**config.mk**
```make
export PLATFORM = sky130hd
export DESIGN_NAME = tt_host_bridge
export DESIGN_NICKNAME = d
export VERILOG_FILES = /design/src/rtl/tt_host_bridge.sv
export SDC_FILE = /design/constraint.sdc
export NUM_CORES = 1
export LEC_CHECK = 0
export ABC_AREA = 1
export CORE_MARGIN = 2
export CORE_UTILIZATION = 61
export CTS_CLUSTER_SIZE = 12
export DETAILED_ROUTE_END_ITERATION = 10
export PLACE_DENSITY = 0.89
export SLEW_MARGIN = 15
export SYNTH_ARGS = -nofsm -noshare
export SYNTH_HDL_FRONTEND = slang
export SYNTH_SLANG_ARGS = --single-unit
```
**constraint.sdc**
```tcl
create_clock -name clk -period 5.6 [get_ports clk]
set_clock_uncertainty 0.2 [all_clocks]
set_input_delay 0.84 -clock clk [delete_from_list [all_inputs] [get_ports clk]]
set_output_delay 0.84 -clock clk [all_outputs]
set_load 0.02 [all_outputs]
```
**src/rtl/tt_host_bridge.sv**
```systemverilog
// tt_host_bridge: UART 8N1 host bridge that drives and reads back the TinyTapeout wrapper pins
module tt_host_bridge #(
   parameter int CLK_DIV    = 16,
   parameter int RST_CYCLES = 8
) (
   input  logic       clk,
   input  logic       rst,
   input  logic       rx_i,
   output logic       tx_o,
   output logic [7:0] ui_in,
   output logic [7:0] uio_in,
   output logic       ena,
   output logic       rst_n,
   input  logic [7:0] uo_out,
   input  logic [7:0] uio_out,
   input  logic [7:0] uio_oe
);
   localparam logic [11:0] HALF = 12'(CLK_DIV / 2 - 1);
   localparam logic [11:0] FULL = 12'(CLK_DIV - 1);
   localparam logic [7:0]  RSTC = 8'(RST_CYCLES);
   typedef enum logic [1:0] {CMD, DATA, RSTP} state_t;
   logic        r_rx_busy, r_rx_prev, r_rx_valid, r_rx_err;
   logic [11:0] r_rx_cnt;
   logic [3:0]  r_rx_bit;
   logic [7:0]  r_rx_sh, r_rx_data;
   state_t      r_st;
   logic [1:0]  r_sel;
   logic [7:0]  r_ui, r_uio, r_rcnt;
   logic        r_ena, r_rst_n;
   logic        r_tx_busy;
   logic [9:0]  r_tx_sh;
   logic [11:0] r_tx_cnt;
   logic [3:0]  r_tx_bits;
   logic [7:0]  r_h0, r_h1;
   logic [1:0]  r_hn;
   logic        w_tx_idle, w_is_wr, w_push, w_push2, w_load;
   logic [7:0]  w_b0;
   assign w_tx_idle = !r_tx_busy && r_hn == 2'd0;
   assign w_is_wr   = r_rx_data == 8'h01 || r_rx_data == 8'h02 || r_rx_data == 8'h03 || r_rx_data == 8'h06;
   assign w_push    = r_rx_valid && r_st == CMD && !w_is_wr && w_tx_idle;
   assign w_push2   = r_rx_data == 8'h05;
   assign w_b0      = r_rx_data == 8'h04 ? uo_out : w_push2 ? uio_out : 8'hEE;
   assign w_load    = r_hn != 2'd0 && (!r_tx_busy || (r_tx_cnt == 12'd0 && r_tx_bits == 4'd0));
   assign tx_o      = r_tx_sh[0];
   assign ui_in     = r_ui;
   assign uio_in    = r_uio;
   assign ena       = r_ena;
   assign rst_n     = r_rst_n;
   // RX: detect start edge, sample mid-bit, flag a good byte or a framing error for one clock
   always_ff @(posedge clk) begin
      if (rst) begin
         r_rx_busy  <= 1'b0;
         r_rx_prev  <= 1'b1;
         r_rx_valid <= 1'b0;
         r_rx_err   <= 1'b0;
         r_rx_cnt   <= 12'd0;
         r_rx_bit   <= 4'd0;
         r_rx_sh    <= 8'h00;
         r_rx_data  <= 8'h00;
      end else begin
         r_rx_prev  <= rx_i;
         r_rx_valid <= 1'b0;
         r_rx_err   <= 1'b0;
         if (!r_rx_busy) begin
            r_rx_busy <= r_rx_prev && !rx_i;
            r_rx_cnt  <= HALF;
            r_rx_bit  <= 4'd0;
         end else if (r_rx_cnt != 12'd0) begin
            r_rx_cnt <= r_rx_cnt - 12'd1;
         end else begin
            r_rx_cnt <= FULL;
            r_rx_bit <= r_rx_bit + 4'd1;
            if (r_rx_bit == 4'd9) begin
               r_rx_busy  <= 1'b0;
               r_rx_valid <= rx_i;
               r_rx_err   <= !rx_i;
               r_rx_data  <= r_rx_sh;
            end else if (r_rx_bit == 4'd0) begin
               r_rx_busy <= !rx_i;
            end else begin
               r_rx_sh <= {rx_i, r_rx_sh[7:1]};
            end
         end
      end
   end
   // Parser: decode commands, update wrapper inputs and time every rst_n low pulse
   always_ff @(posedge clk) begin
      if (rst) begin
         r_st    <= CMD;
         r_sel   <= 2'd0;
         r_ui    <= 8'h00;
         r_uio   <= 8'h00;
         r_ena   <= 1'b0;
         r_rst_n <= 1'b0;
         r_rcnt  <= RSTC;
      end else begin
         if (r_rcnt != 8'd0) begin
            r_rcnt  <= r_rcnt - 8'd1;
            r_rst_n <= r_rcnt == 8'd1;
         end
         if (r_st == RSTP && r_rcnt <= 8'd1) r_st <= CMD;
         if (r_rx_err && r_st == DATA) r_st <= CMD;
         if (r_rx_valid && r_st == CMD) begin
            if (r_rx_data == 8'h01 || r_rx_data == 8'h02 || r_rx_data == 8'h06) begin
               r_st  <= DATA;
               r_sel <= r_rx_data == 8'h01 ? 2'd0 : r_rx_data == 8'h02 ? 2'd1 : 2'd2;
            end else if (r_rx_data == 8'h03) begin
               r_st    <= RSTP;
               r_rcnt  <= RSTC;
               r_rst_n <= 1'b0;
            end
         end else if (r_rx_valid && r_st == DATA) begin
            r_ui  <= r_sel == 2'd0 ? r_rx_data : r_ui;
            r_uio <= r_sel == 2'd1 ? r_rx_data : r_uio;
            r_ena <= r_sel == 2'd2 ? r_rx_data[0] : r_ena;
            r_st  <= CMD;
         end
      end
   end
   // TX: two-entry holding buffer feeding a 10-bit frame shifter, next frame chained on the stop-bit end
   always_ff @(posedge clk) begin
      if (rst) begin
         r_tx_busy <= 1'b0;
         r_tx_sh   <= '1;
         r_tx_cnt  <= 12'd0;
         r_tx_bits <= 4'd0;
         r_h0      <= 8'h00;
         r_h1      <= 8'h00;
         r_hn      <= 2'd0;
      end else if (w_push) begin
         r_h0 <= w_b0;
         r_h1 <= uio_oe;
         r_hn <= w_push2 ? 2'd2 : 2'd1;
      end else if (w_load) begin
         r_tx_sh   <= {1'b1, r_h0, 1'b0};
         r_tx_busy <= 1'b1;
         r_tx_cnt  <= FULL;
         r_tx_bits <= 4'd9;
         r_h0      <= r_h1;
         r_hn      <= r_hn - 2'd1;
      end else if (r_tx_busy) begin
         if (r_tx_cnt != 12'd0) begin
            r_tx_cnt <= r_tx_cnt - 12'd1;
         end else if (r_tx_bits == 4'd0) begin
            r_tx_busy <= 1'b0;
            r_tx_sh   <= '1;
         end else begin
            r_tx_sh   <= {1'b1, r_tx_sh[9:1]};
            r_tx_bits <= r_tx_bits - 4'd1;
            r_tx_cnt  <= FULL;
         end
      end
   end
endmodule

```
==> results_dict.tcl, run 1 <==
set metrics [dict create \
    crit_path_start_kind "primary input" \
    crit_slowest_cell "clkdlybuf4s50_1" \
    maxSlewHeadroom_pct 23.0 \
    clk_pin_slew_ns 0.11 \
    synth_top_family_by_area "simple AND/OR/NAND/NOR gates" \
    clock_sinks 110 \
    io_pins 46 \
    routedWlPerCell_um 12.4 \
    design_area_um2 5820 \
    rsz0062_at_grt "false" \
    drtAntennaViolNets 0 \
    cp_max_fo 55 \
    track_usage_pct 25.1 \
    post_cts_resized 0 \
    syn_nets 759 \
    crit_family "buffers and inverters" \
    dr.pass1.iters 4 \
    synthCells 719 \
    hold_viol 0 \
    grt_pass1_vias 4338 \
    finalCriticalPeriod_ns 3.02 \
    drv_cap 0 \
    fmax_mhz 331 \
    first_iter_violations 177 \
    synth-async-reset-ratio_pct 0 \
    synthAdderAreaFrac_pct 3.15 \
    die_w_um 96.0 \
    h-tree-depth 3 \
    antenna_found_initial 0 \
    dieArea_um2 9220 \
    syn_area_um2 5170 \
    hpwlAfterDp_um 7630 \
    yosys.area_share.simple_pct 29.4 \
    ys_ff_latch 110 \
    setup_viol_count_final 0 \
    crit_path_end_kind "flop" \
    overflow 0 \
    cts_root_buffer "clkbuf_8" \
    fillers 635 \
    p_leak_nw 2.52 \
    cts_tree "done" \
    start_util_pct 62.9 \
    synth_compound_area_share_pct 14.1 \
    synth_edf_count 0 \
    crit_top_cell "nand2_1" \
    fp.coreArea_um2 8220 \
    place_area_um2 5620 \
    holdWs_ns 0.243 \
    fin_ws_ns 2.58 \
    ctsHoldBuffers 0 \
    drc_errors 0 \
    grt_max_degree 56 \
    cp.required_ns 5.66 \
    cts_buffers 9 \
    setup.worst_path.class "primary input to flop" \
    drive_above_1_share_pct 7.35 \
    vias_per_cell 5.33 \
    arrival_ns 3.08 \
    grt_pass1_wl_um 18700 \
    synth_seq_area_share_pct 42.6 \
    finalSetupTns_ns 0 \
    gp_congestion 0.784 \
    utilization_pct 70.8 \
    postCtsSetupBuffers 0 \
    ir_drop_mv 0.238 \
    slew_viol_final 0 \
    synth_mux_area_share_pct 0 \
    path_cells "clkdlybuf4s50_1 -> clkinv_1 -> buf_4 -> nand2_1 -> inv_1 -> nand2_1 -> a21oi_1" \
    clock_latency_ns 0.37 \
    p_per_area_nw_per_um2 442 \
    yosysUniqueCellTypes 35 \
    dr_total_vias 4617 \
    nNetsFinal 797 \
    pre_cts_slack_ns 2.20 \
    num_rows 33 \
    wirelength_um 10800 \
    synthXorXnorAreaFrac_pct 1.53 \
    status "finished clean" \
    tightest_slew_ns 1.15 \
    synth_flop_cell "dfxtp_1" \
    clock_path_buffers 2 \
    areaGrowthSynthToFinish_pct 12.6 \
    die_y_um 96.0 \
    crit_buf_inv 4 \
    fin_crit_sh_pct 53.9 \
    cpPeakStageDelay_ns 1.23 \
    antennaDiodeCount 0 \
    syn_area_per_cell_um2 7.19 \
    port_buffers 45 \
    yosysWarningCount 0 \
    hp-class "flop to flop" \
]
-- cell usage in the layout (no fill, tap or decap), types with 13 or more instances in the layout --
master,count
dfxtp_1,110
inv_1,85
nand3_1,44
nor2_1,86
o21ai_0,50
clkdlybuf4s50_1,45
a21oi_1,60
nand2_1,152
ha_1,13
nor3_1,16
-- sequential cells by signal (all words and copies together), names as in the netlist, 8 cells and up --
signal	flops
r_rx_data	8
uio_in	8
ui_in	8
r_tx_cnt	12
r_rx_cnt	12
r_tx_sh	9
r_h0	8
r_h1	8
r_rcnt	8
r_rx_sh	8
-- where the power goes --
part	switching [mW]	internal (mW)	total [mW]
logic	0.720	0.364	1.08
registers	0.0951	0.920	1.01
clock network	0.296	0.176	0.472
-- layout make-up --
class | count | area [um^2] | area share (%)
Inverter | 88 | 330 | 5.67
Timing Repair Buffer | 48 | 473 | 8.13
Clock inverter | 7 | 72.6 | 1.25
Sequential cell | 110 | 2200 | 37.8
Clock buffer | 9 | 124 | 2.13
Tap cell | 105 | 131 | 2.26
Multi-Input combinational cell | 500 | 2490 | 42.7
-- worst paths after layout --
path | from | endpoint | slack [ns] | depth (start not counted)
setup / recovery | rst | r_rcnt[4]$_SDFF_PP0_ | 2.58 | 7
hold / removal | r_tx_bits[0]$_SDFFE_PP0P_ | r_tx_bits[0]$_SDFFE_PP0P_ | 0.24 | 1
setup reg to reg | r_tx_bits[0]$_SDFFE_PP0P_ | r_h0[4]$_SDFFE_PP0P_ | 2.98 | 11
hold reg to reg | r_tx_bits[0]$_SDFFE_PP0P_ | r_tx_bits[0]$_SDFFE_PP0P_ | 0.24 | 1
-- stage by stage --
step / cells / power [mW]
after floorplan: 719 / 1.91
after global placement: 851 / 2.03
after detailed placement: 851 / 2.09
after CTS: 867 / 2.57
after global routing: 867 / 2.79
final: 867 / 2.57
-- cell families after synthesis --
group                      count (synthesis)
AOI/OAI and AO/OA                        136
DFF                                      110
xor gates and xnor gates                   9
and+or+nand+nor                          342
adders and majority gates                 13
buffers and inverters                    109
-- synth_stat cells, types with 2 or more instances --
| cell | instances | area, um^2 |
|---|---|---|
| xnor2_1 | 3 | 26.3 |
| buf_2 | 4 | 20.0 |
| inv_2 | 2 | 7.51 |
| a21oi_2 | 3 | 26.3 |
| inv_1 | 85 | 319 |
| a21oi_1 | 60 | 300 |
| o21ai_1 | 7 | 35.0 |
| nor3_1 | 16 | 80.1 |
| nand3_1 | 44 | 220 |
| o211ai_1 | 2 | 15.0 |
| a31oi_1 | 4 | 25.0 |
| nand2_4 | 2 | 22.5 |
| nor2_4 | 3 | 33.8 |
| dfxtp_1 | 110 | 2200 |
| buf_6 | 7 | 78.8 |
| nand2_2 | 7 | 43.8 |
| nand3b_1 | 2 | 15.0 |
| ha_1 | 13 | 163 |
| or2_2 | 9 | 56.3 |
| o21a_1 | 8 | 60.1 |
| nand4_1 | 7 | 43.8 |
| nor2_1 | 86 | 323 |
| clkbuf_1 | 7 | 26.3 |
| o21ai_0 | 50 | 250 |
| buf_4 | 3 | 22.5 |
| xor2_1 | 6 | 52.6 |
| nor2_2 | 9 | 56.3 |
| nand2_1 | 152 | 571 |
| a211oi_1 | 2 | 15.0 |
-- metal layers --
layer  track usage, %  share of wire [%]
met1             31.1                 45
met2             43.6                 49
met3             4.39                4.0
met4             9.05                1.6
met5                0                  0
-- worst register-to-register path, stage by stage, from the launching register on --
cell and delay [ns]:
dfxtp_1 0.33, inv_1 0.12, ha_1 0.16, nand2_1 0.06, nor2_2 0.26, nand3_1 0.15
nand2_2 0.23, nand2_2 0.27, nand2_1 0.33, inv_1 0.21, nor2_1 0.17, nor2_1 0.05
(Power assumes the default switching activity.)
==> run 2, diff against run 1 <==
--- a/config.mk
+++ b/config.mk
@@ -7,10 +7,10 @@
 export LEC_CHECK = 0
 export ABC_AREA = 1
 export CORE_MARGIN = 2
-export CORE_UTILIZATION = 61
+export CORE_UTILIZATION = 52
 export CTS_CLUSTER_SIZE = 12
 export DETAILED_ROUTE_END_ITERATION = 10
-export PLACE_DENSITY = 0.89
+export PLACE_DENSITY = 0.81
 export SLEW_MARGIN = 15
 export SYNTH_ARGS = -nofsm -noshare
 export SYNTH_HDL_FRONTEND = slang
==> constraint.sdc (replaced) <==
create_clock -name clk -period 2.5 [get_ports clk]
set_clock_uncertainty 0.2 [all_clocks]
set_input_delay 0.375 -clock clk [delete_from_list [all_inputs] [get_ports clk]]
set_output_delay 0.375 -clock clk [all_outputs]
set_load 0.02 [all_outputs]
==> run 2 against run 1 <==
Net effect: sequential cell count stayed put; highest routed layer unchanged; core utilization is 10 points lower; worst hold slack better by 0.030 ns; critical path type is now flop to flop; sequential share of layout area is 0.57 points lower; setup slack worse by 2.3 ns; clock power is 120% higher; largest cell class unchanged.
==> results_dict.tcl, run 2 (synthesis gave the netlist of run 1 again) <==
set metrics [dict create \
    io_pins 46 \
    clock_latency_ns 0.38 \
    instances_no_fill 902 \
    cp_max_fo 23 \
    crit_path_start_kind "flop" \
    port_buffers 45 \
    cts_root_buffer "clkbuf_8" \
    p_leak_nw 2.55 \
    num_rows 36 \
    h-tree-depth 3 \
    slew_viol_final 0 \
    path_cells "inv_1 -> ha_1 -> nand2_1 -> nor2_2 -> nand3_1 -> nand2_2 -> nand2_4 -> nand2_2 -> nand2_2 -> a21oi_1" \
    routedWlPerCell_um 12.1 \
    wirelength_um 10900 \
    crit_top_cell "nand2_2" \
    cts_buffers 9 \
    hpwlAfterDp_um 7930 \
    dr_total_vias 4665 \
    holdWs_ns 0.273 \
    r2r-start "r_tx_bits[0]$_SDFFE_PP0P_" \
    die_y_um 104 \
    status "finished clean" \
    crit_buf_inv 1 \
    tightest_slew_ns 0.582 \
    antennaDiodeCount 0 \
    fin_ws_ns 0.260 \
    hold_start "r_tx_bits[0]$_SDFFE_PP0P_" \
    rrSetupSlack_ns 0.26 \
    switching_share_pct 43.1 \
    hold_viol 0 \
    drive_above_1_share_pct 8.19 \
    cpPeakStageDelay_ns 0.34 \
    nNetsFinal 804 \
    track_usage_pct 21.1 \
    grt_pass1_vias 4528 \
    arrival_ns 2.34 \
    p_per_area_nw_per_um2 977 \
    clock_sinks 110 \
    final_common_cell "nand2_1" \
    finalCriticalPeriod_ns 2.24 \
    start_util_pct 53.1 \
    clock_path_buffers 2 \
    drc_errors 0 \
    clkPwrFrac_pct 18.2 \
    top_regs "r_rx_cnt (12), r_tx_cnt (12), r_tx_sh (9)" \
    crit_family "simple AND/OR/NAND/NOR gates" \
    die_w_um 104 \
    dr.pass1.iters 5 \
    grt_pass1_wl_um 19300 \
    crit_slowest_cell "dfxtp_1" \
    whs_path_depth 1 \
    overflow 0 \
    setup_viol_count_final 0 \
    areaGrowthSynthToFinish_pct 14.4 \
    seqPwrFrac_pct 39.5 \
    first_iter_violations 245 \
    r2r_end "r_tx_cnt[4]$_SDFFE_PP0P_" \
    worst_r2r_path_depth 10 \
    rsz0062_at_grt "false" \
    pwr-share-comb_pct 42.4 \
    fin_crit_sh_pct 89.6 \
    cts_tree "done" \
    pre_cts_slack_ns 0.221 \
    place_inst 886 \
    vias_per_cell 5.17 \
    dieArea_um2 10800 \
    ir_drop_mv 0.481 \
    drtAntennaViolNets 0 \
    setup.worst_path.class "flop to flop" \
    hp-class "flop to flop" \
    antenna_found_initial 0 \
    maxSlewHeadroom_pct 61.1 \
    p_int_mw 3.28 \
    fmax_mhz 447 \
    crit_start "r_tx_bits[0]$_SDFFE_PP0P_" \
    cp.required_ns 2.60 \
    fp.coreArea_um2 9730 \
    crit_path_end_kind "flop" \
    final_cell_mix "nand2_1, dfxtp_1, nor2_1" \
    drv_cap 0 \
    clk_pin_slew_ns 0.11 \
    finalSetupTns_ns 0 \
    postCtsSetupBuffers 0 \
    grt_max_degree 24 \
    gp_congestion 0.875 \
    min_to "r_tx_bits[0]$_SDFFE_PP0P_" \
    switchingPower_mw 2.49 \
]
[run 2: changes by cell type in the layout (fill, tap and decap cells not counted)]
cell        change
inv_8           -1
clkinvlp_4      +1
nand2_2         -1
nand2_4         +1
buf_4           +7
[run 2: cell type report]
type | count | area, um^2
timing repair buffer | 55 | 526
tap | 133 | 166
clock inverter | 7 | 68.8
fill | 898 | 3820
sequential | 110 | 2200
clock buffer | 9 | 124
multi-input combinational | 500 | 2490
inverter | 88 | 330
[run 2: how the worst max path moves through the flow]
stage	slack (ns)	cells after the start	endpoint
after floorplan	0.71	9	r_tx_sh[1]$_SDFFE_PP1P_
after global placement	0.32	11	r_tx_sh[6]$_SDFFE_PP1P_
after detailed placement	0.22	11	r_h0[7]$_SDFFE_PP0P_
after CTS	0.18	11	r_h0[5]$_SDFFE_PP0P_
after global routing	0.01	11	r_h0[5]$_SDFFE_PP0P_
final	0.26	10	r_tx_cnt[4]$_SDFFE_PP0P_
[run 2: repair_timing]
| action | 4_1_cts | 5_1_grt |
|---|---|---|
| gates resized for setup | 0 | 1 |
| hold endpoints to repair | 0 | 0 |
| hold buffers | 0 | 0 |
| setup endpoints to repair | 0 | 17 |
[run 2: power groups by stage]
stage               combinational (mW)  sequential [mW]  clock [mW]
floorplan                         2.02             2.26           0
global placement                  2.28             2.30           0
detailed placement                2.40             2.31           0
CTS                               2.43             2.27        1.07
global route                      2.85             2.32        1.13
finish                            2.45             2.28        1.05
[run 2: per-layer routing]
metal	vias to the layer above	track usage [%]	share of wire, %
li1	2395	-	-
met1	2174	26.4	46
met2	90	36.6	48
met3	6	4.78	4.6
met4	0	6.18	0.80
met5	-	0	0
[run 2: per-stage QoR]
stage	total power, mW	utilization (%)	area (um^2)
after CTS	5.77	60.7	5900
final	5.77	60.7	5910
after floorplan	4.27	-	5170
after global placement	4.58	58.7	5710
after detailed placement	4.71	58.7	5710
after global routing	6.30	60.7	5910
